--- config.mk ---
export PLATFORM = sky130hd
export DESIGN_NAME = sum_accumulator
export DESIGN_NICKNAME = d
export VERILOG_FILES = /design/src/rtl/sum_accumulator.sv
export SDC_FILE = /design/constraint.sdc
export NUM_CORES = 1
export LEC_CHECK = 0
export CAP_MARGIN = 20
export CORE_ASPECT_RATIO = 1.1
export CORE_MARGIN = 2
export CORE_UTILIZATION = 44
export DETAILED_ROUTE_END_ITERATION = 12
export PLACE_DENSITY = 0.81
export SYNTH_ARGS = -nofsm -noshare
export SYNTH_HDL_FRONTEND = slang
export SYNTH_SLANG_ARGS = --single-unit
--- constraint.sdc ---
create_clock -name Clock -period 1.7 [get_ports Clock]
set_input_delay 0.34 -clock Clock [delete_from_list [all_inputs] [get_ports Clock]]
set_output_delay 0.34 -clock Clock [all_outputs]
set_load 0.005 [all_outputs]
--- src/rtl/sum_accumulator.sv ---
// -----------------------------------------------------------------------------
// sum_accumulator
//
// Purpose:
//   Accumulates a run of 5-bit samples {C_out, SUM} taken from an upstream
//   registered 4-bit adder stage into an 8-bit total. A run starts with Start
//   in IDLE, the number of samples is latched from Count (0 means 16), samples
//   are accepted whenever In_valid is high, and the result is then offered
//   with a valid/ready handshake (Out_valid/Out_ready).
//
// Ports:
//   Clock      in   1  rising-edge clock
//   Reset_n    in   1  asynchronous active-low reset
//   Start      in   1  begins a run (sampled only in IDLE)
//   Count      in   4  samples per run, latched at Start; 0 means 16
//   In_valid   in   1  SUM/C_out carry a valid sample this cycle
//   SUM        in   4  sum from the upstream adder stage
//   C_out      in   1  carry from the upstream adder stage
//   Out_ready  in   1  consumer accepts Total this cycle
//   Total      out  8  accumulated result of the run
//   Out_valid  out  1  Total is valid and held
//   Busy       out  1  high while a run is in progress (ACC or DONE)
//   Overflow   out  1  sticky: some addition of the run exceeded 255
//
// Configuration:
//   SUM_ACC_SATURATE_EN  when defined, the accumulator clamps at 255 instead
//                        of wrapping modulo 256. Overflow is set either way.
// -----------------------------------------------------------------------------
module sum_accumulator (
  input  logic       Clock,
  input  logic       Reset_n,
  input  logic       Start,
  input  logic [3:0] Count,
  input  logic       In_valid,
  input  logic [3:0] SUM,
  input  logic       C_out,
  input  logic       Out_ready,
  output logic [7:0] Total,
  output logic       Out_valid,
  output logic       Busy,
  output logic       Overflow
);

  typedef enum logic [1:0] {
    IDLE = 2'd0,
    ACC  = 2'd1,
    DONE = 2'd2
  } state_t;

  state_t     state_q;
  // Latched sample count, decremented per accepted sample (1..16 during a run).
  logic [4:0] remaining_q;
  logic [7:0] total_q;
  logic       ovf_q;
  logic       out_valid_q;
  logic       busy_q;

  logic [8:0] sum9_d;
  logic [7:0] total_d;
  logic [4:0] count_d;

  // Next accumulator value: 9-bit add, then wrap or clamp depending on build.
  always_comb begin
    sum9_d = {1'b0, total_q} + {4'b0000, C_out, SUM};
`ifdef SUM_ACC_SATURATE_EN
    // Once clamped at 255, any further non-zero sample overflows again and
    // re-clamps, so the total stays 255 for the rest of the run.
    if (sum9_d[8]) begin
      total_d = 8'hFF;
    end else begin
      total_d = sum9_d[7:0];
    end
`else
    total_d = sum9_d[7:0];
`endif
    if (Count == 4'd0) begin
      count_d = 5'd16;
    end else begin
      count_d = {1'b0, Count};
    end
  end

  // Run control FSM with all outputs registered.
  always_ff @(posedge Clock or negedge Reset_n) begin
    if (!Reset_n) begin
      state_q     <= IDLE;
      remaining_q <= 5'd0;
      total_q     <= 8'd0;
      ovf_q       <= 1'b0;
      out_valid_q <= 1'b0;
      busy_q      <= 1'b0;
    end else begin
      case (state_q)
        IDLE: begin
          if (Start) begin
            state_q     <= ACC;
            remaining_q <= count_d;
            total_q     <= 8'd0;
            ovf_q       <= 1'b0;
            busy_q      <= 1'b1;
          end
        end
        ACC: begin
          if (In_valid) begin
            total_q     <= total_d;
            ovf_q       <= ovf_q | sum9_d[8];
            remaining_q <= remaining_q - 5'd1;
            // Last sample of the run: result becomes visible next cycle.
            if (remaining_q == 5'd1) begin
              state_q     <= DONE;
              out_valid_q <= 1'b1;
            end
          end
        end
        DONE: begin
          // Start is deliberately not looked at here; a new run needs IDLE.
          if (Out_ready) begin
            state_q     <= IDLE;
            out_valid_q <= 1'b0;
            busy_q      <= 1'b0;
          end
        end
        default: begin
          state_q     <= IDLE;
          out_valid_q <= 1'b0;
          busy_q      <= 1'b0;
        end
      endcase
    end
  end

  assign Total     = total_q;
  assign Out_valid = out_valid_q;
  assign Busy      = busy_q;
  assign Overflow  = ovf_q;

endmodule
# Word level (Yosys, flattened, before mapping)
# Index checks and enable logic that the tools add are counted.
# op_classes
eq_ne,7
mux,21
addsub,2
n_lt_le_gt_ge,0
shift,0
n_bitwise,3
multipliers,0
reduce_logical,7
div_mod_pow,0
# op_table
op,count
two-way mux 8 bit,2
case mux 8 bit (2 select lines),1
two-way mux 5 bit,3
case mux 5 bit (2 select lines),1
adder 8 x 5 -> 9 bit,1
two-way mux 2 bit,4
!= test 2 bit (second input constant),4
AND reduction 4 bit,2
two-way mux 1 bit,6
case mux 1 bit (3 select lines),2
case mux 2 bit (3 select lines),1
AND reduction 3 bit,2
equality test 5 x 1 -> 1 bit (second input constant),1
subtractor 5 x 1 -> 5 bit (second input constant),1
zero test 4 bit,1
equality test 2 x 1 -> 1 bit (second input constant),1
equality test 2 bit (second input constant),1
zero test 2 bit,1
inverter 1 bit,2
case mux 1 bit (2 select lines),1
nonzero test 2 bit,1
OR 1 bit,1
# word_totals
output_inout_bits,11
latch_bits,0
regBits,18
mem_bits_ro,0
ram_bits,0
mem_count,0
wordCells,46
inputBits,14

# Longest topological paths before layout
# logic_depth
depth_word,4
ltp_mapped,6

# Worst setup path after synthesis
# No wires, ideal clock.
# synth_path
path_kind,reg2reg
startpoint,register total_q[0] (netlist: Total[0])
endpoint,register total_q[6] (netlist: Total[6])
t_arrival_ns,1.570
setup_slack_ns,0.010
required_ns,1.580
path_stages_with_launch,6
path_cell_list,dfrtp_1 ha_1 fa_1 a211oi_1 o21bai_1 a41o_1
# synth_via
elab_chain_len,3
# synth_rtl
item,line,rtl
"start, declared",53,logic [7:0] total_q;
"start signal, assigned",105,total_q <= total_d;
adder 8 x 5 -> 9 bit,64,"sum9_d = {1'b0, total_q} + {4'b0000, C_out, SUM};"
two-way mux 8 bit,104,if (In_valid) begin
case mux 8 bit (2 select lines),93,case (state_q)
# No other way between the ends. The select of a mux whose other input is x is not followed.
# A chain may end at the register's enable or synchronous reset.

# Final worst setup path
# layout_path
startpoint,register total_q[1] (netlist: Total[1])
endpoint,register total_q[6] (netlist: Total[6])
# Same word-level chain as after synthesis.

==> results.json <==
{
  "arrival_ps": 1920,
  "finish.instance_area_um2": 1580,
  "grt_pass1_vias": 1082,
  "final_cell_mix": "clkdlybuf4s50_1, nand2_1, dfrtp_1",
  "max_stage_delay_ps": 440,
  "crit_path_top_delay_cell": "dfrtp_2",
  "start_kind": "register",
  "synth-edff-count": 0,
  "final_util": 0.650,
  "area_growth_pct": 43.2,
  "worst_r2r_path_depth": 6,
  "status": "finished, final reports clean",
  "numCtsBuffers": 3,
  "synthArstFlopShare": 1.00,
  "drc": 0,
  "wl_per_cell_um": 13.8,
  "yosysWarnings": 0,
  "cp_cell_sequence": "buf_4 > fa_2 > a211oi_2 > o21bai_2 > a31oi_1 > a41o_1",
  "placed_cells": 186,
  "syn_area_um2": 1100,
  "clk_pin_slew_ps": 110,
  "clockBufferDepth": 2,
  "tns_ps": 0,
  "diodes": 0,
  "dr.first_iter.drc_count": 21,
  "synth_fp_nets": 142,
  "gp_congestion": 0.815,
  "detailed_place_hpwl_um": 2010,
  "hold_class": "in2async",
  "first_pass_iters": 4,
  "finalHoldViolations": 0,
  "yosysSeqAreaShare": 0.410,
  "start_util": 0.454,
  "hold_buffers": 0,
  "worst_slew_pin_slew_ps": 461,
  "syn_avg_cell_area_um2": 9.17,
  "crit_fanout": 3,
  "vias": 1054,
  "die_w_um": 51.7,
  "synth_cells": 120,
  "cts_tree": "built",
  "setup-violations-final": 0,
  "total_power_w": 0.00250,
  "root_buffer": "clkbuf_4",
  "wl_um": 2650,
  "finalNonFillerCells": 192,
  "core-area_um2": 2420,
  "nets": 184,
  "p_leak_nw": 0.723,
  "r2r_start": "Total[1]$_DFFE_PN0P_",
  "num_io_pins": 25,
  "antenna_found_initial": 0,
  "rsz0062_at_grt": "true",
  "viasPerCell": 5.49,
  "grt_overflow": 0,
  "critPathKind": "reg2reg",
  "slew_viol_final": 0,
  "ys_seq_elements": 18,
  "synthFlopType": "dfrtp_1",
  "clock_sinks": 18,
  "rows": 19,
  "reg2reg_to": "Total[6]$_DFFE_PN0P_",
  "fmax_ghz": 0.599,
  "max_cap_viol_count": 0,
  "crit_path_end_kind": "register",
  "io_buffer_count": 24,
  "ant_nets": 0,
  "dpl_cell_area_um2": 1470,
  "fin_skew_ps": 5.25,
  "final.period_utilization": 0.983,
  "grt_pass1_wl_um": 4600,
  "timing.final.crit_period_ps": 1670,
  "htreeDepth": 1,
  "peakVddDrop_mv": 1.03,
  "powerDensity_nw_per_um2": 1590,
  "cp-startpoint": "Total[1]$_DFFE_PN0P_",
  "grt_max_degree": 19,
  "rrSetupSlack_ps": 30,
  "drive_gt1_frac": 0.217,
  "insertion_delay_ps": 300,
  "yosysUniqueCellTypes": 38,
  "required_ps": 1950,
  "grt_usage": 0.207,
  "dieArea_um2": 2920,
  "die_y_um": 56.4,
  "layout_commonest_cell": "clkdlybuf4s50_1",
  "relSlewSlack": 0.693
}
[where the power goes]
| part | leakage [nW] | total (W) | switching, W | internal (W) |
|---|---|---|---|---|
| Combinational | 0.476 | 0.00144 | 0.000694 | 0.000750 |
| Clock | 0.0210 | 0.000272 | 0.000142 | 0.000131 |
| Sequential | 0.226 | 0.000786 | 0.000182 | 0.000604 |
[logic make-up after synthesis]
| kind of cell | after synthesis | synth area share |
|---|---|---|
| mux | 2 | 0.0182 |
| fa+ha+maj | 8 | 0.0978 |
| flops | 18 | 0.410 |
| compound gates | 37 | 0.213 |
| buf+inv | 7 | 0.0353 |
| xor+xnor | 2 | 0.0159 |
| simple gates | 46 | 0.210 |
[through the flow]
stage          worst slack [ps]  hold WS (ps)
4_1_cts                   -32.2           357
3_3_place_gp               -410           489
6_report                   29.2           352
3_5_place_dp               -471           500
2_1_floorplan              10.1          44.4
5_1_grt                   -23.2           375
[worst max-delay path by stage]
stage | to | slack, ps | cells past startpoint
floorplan | Total[6]$_DFFE_PN0P_ | 10 | 5
global placement | Total[6]$_DFFE_PN0P_ | -410 | 6
detailed placement | Total[4]$_DFFE_PN0P_ | -470 | 7
CTS | Total[6]$_DFFE_PN0P_ | -30 | 6
global route | Total[4]$_DFFE_PN0P_ | -20 | 6
finish | Total[6]$_DFFE_PN0P_ | 30 | 6
[final cells by class]
class / count / area [µm²]
multi-input cells: 95 / 659
clock buffers: 4 / 36.3
well taps: 31 / 38.8
fillers: 204 / 850
repair buffers: 40 / 373
inverters: 4 / 15.0
flip-flops and latches: 18 / 453
[registers in the layout, summed over array words and instances, names as in the netlist]
register and count:
remaining_q 5, state_q 2, Busy 1, Out_valid 1, Total 8, Overflow 1
[cells in the mapped netlist (all sizes together), types with 2 or more instances]
cell type / count / area (µm²)
a211oi: 3 / 22.5
a21o: 2 / 15.0
a21oi: 9 / 45.0
a31oi: 2 / 12.5
buf: 3 / 23.8
dfrtp: 18 / 450
ha: 7 / 87.6
inv: 4 / 15.0
mux2i: 2 / 20.0
nand2: 20 / 91.3
nand3: 5 / 25.0
nor2: 10 / 37.5
nor3b: 2 / 15.0
o21ai: 9 / 45.0
o22ai: 2 / 12.5
o31ai: 3 / 22.5
or3: 2 / 12.5
[repair_timing]
item,in CTS,in global routing
setup buffers,1,1
gates cloned,0,0
gates resized for setup,9,9
endpoints found under the setup margin,4,6
pin swaps,9,9
[critical path, delay by kind of cell (launching register included)]
kind | cells | cell delay, ps
buffers and inverters | 1 | 150
DFF | 1 | 440
AOI/OAI and AO/OA | 4 | 630
adders and majority gates | 1 | 390
[per-layer routing]
metal  GRT usage  share of wire  vias up
li1            -              -      519
met1       0.255           0.41      499
met2       0.348           0.53       31
met3      0.0426          0.043        5
met4      0.0865          0.017        0
met5           0              0        -
Note: power is estimated with default switching activity, not from simulation.
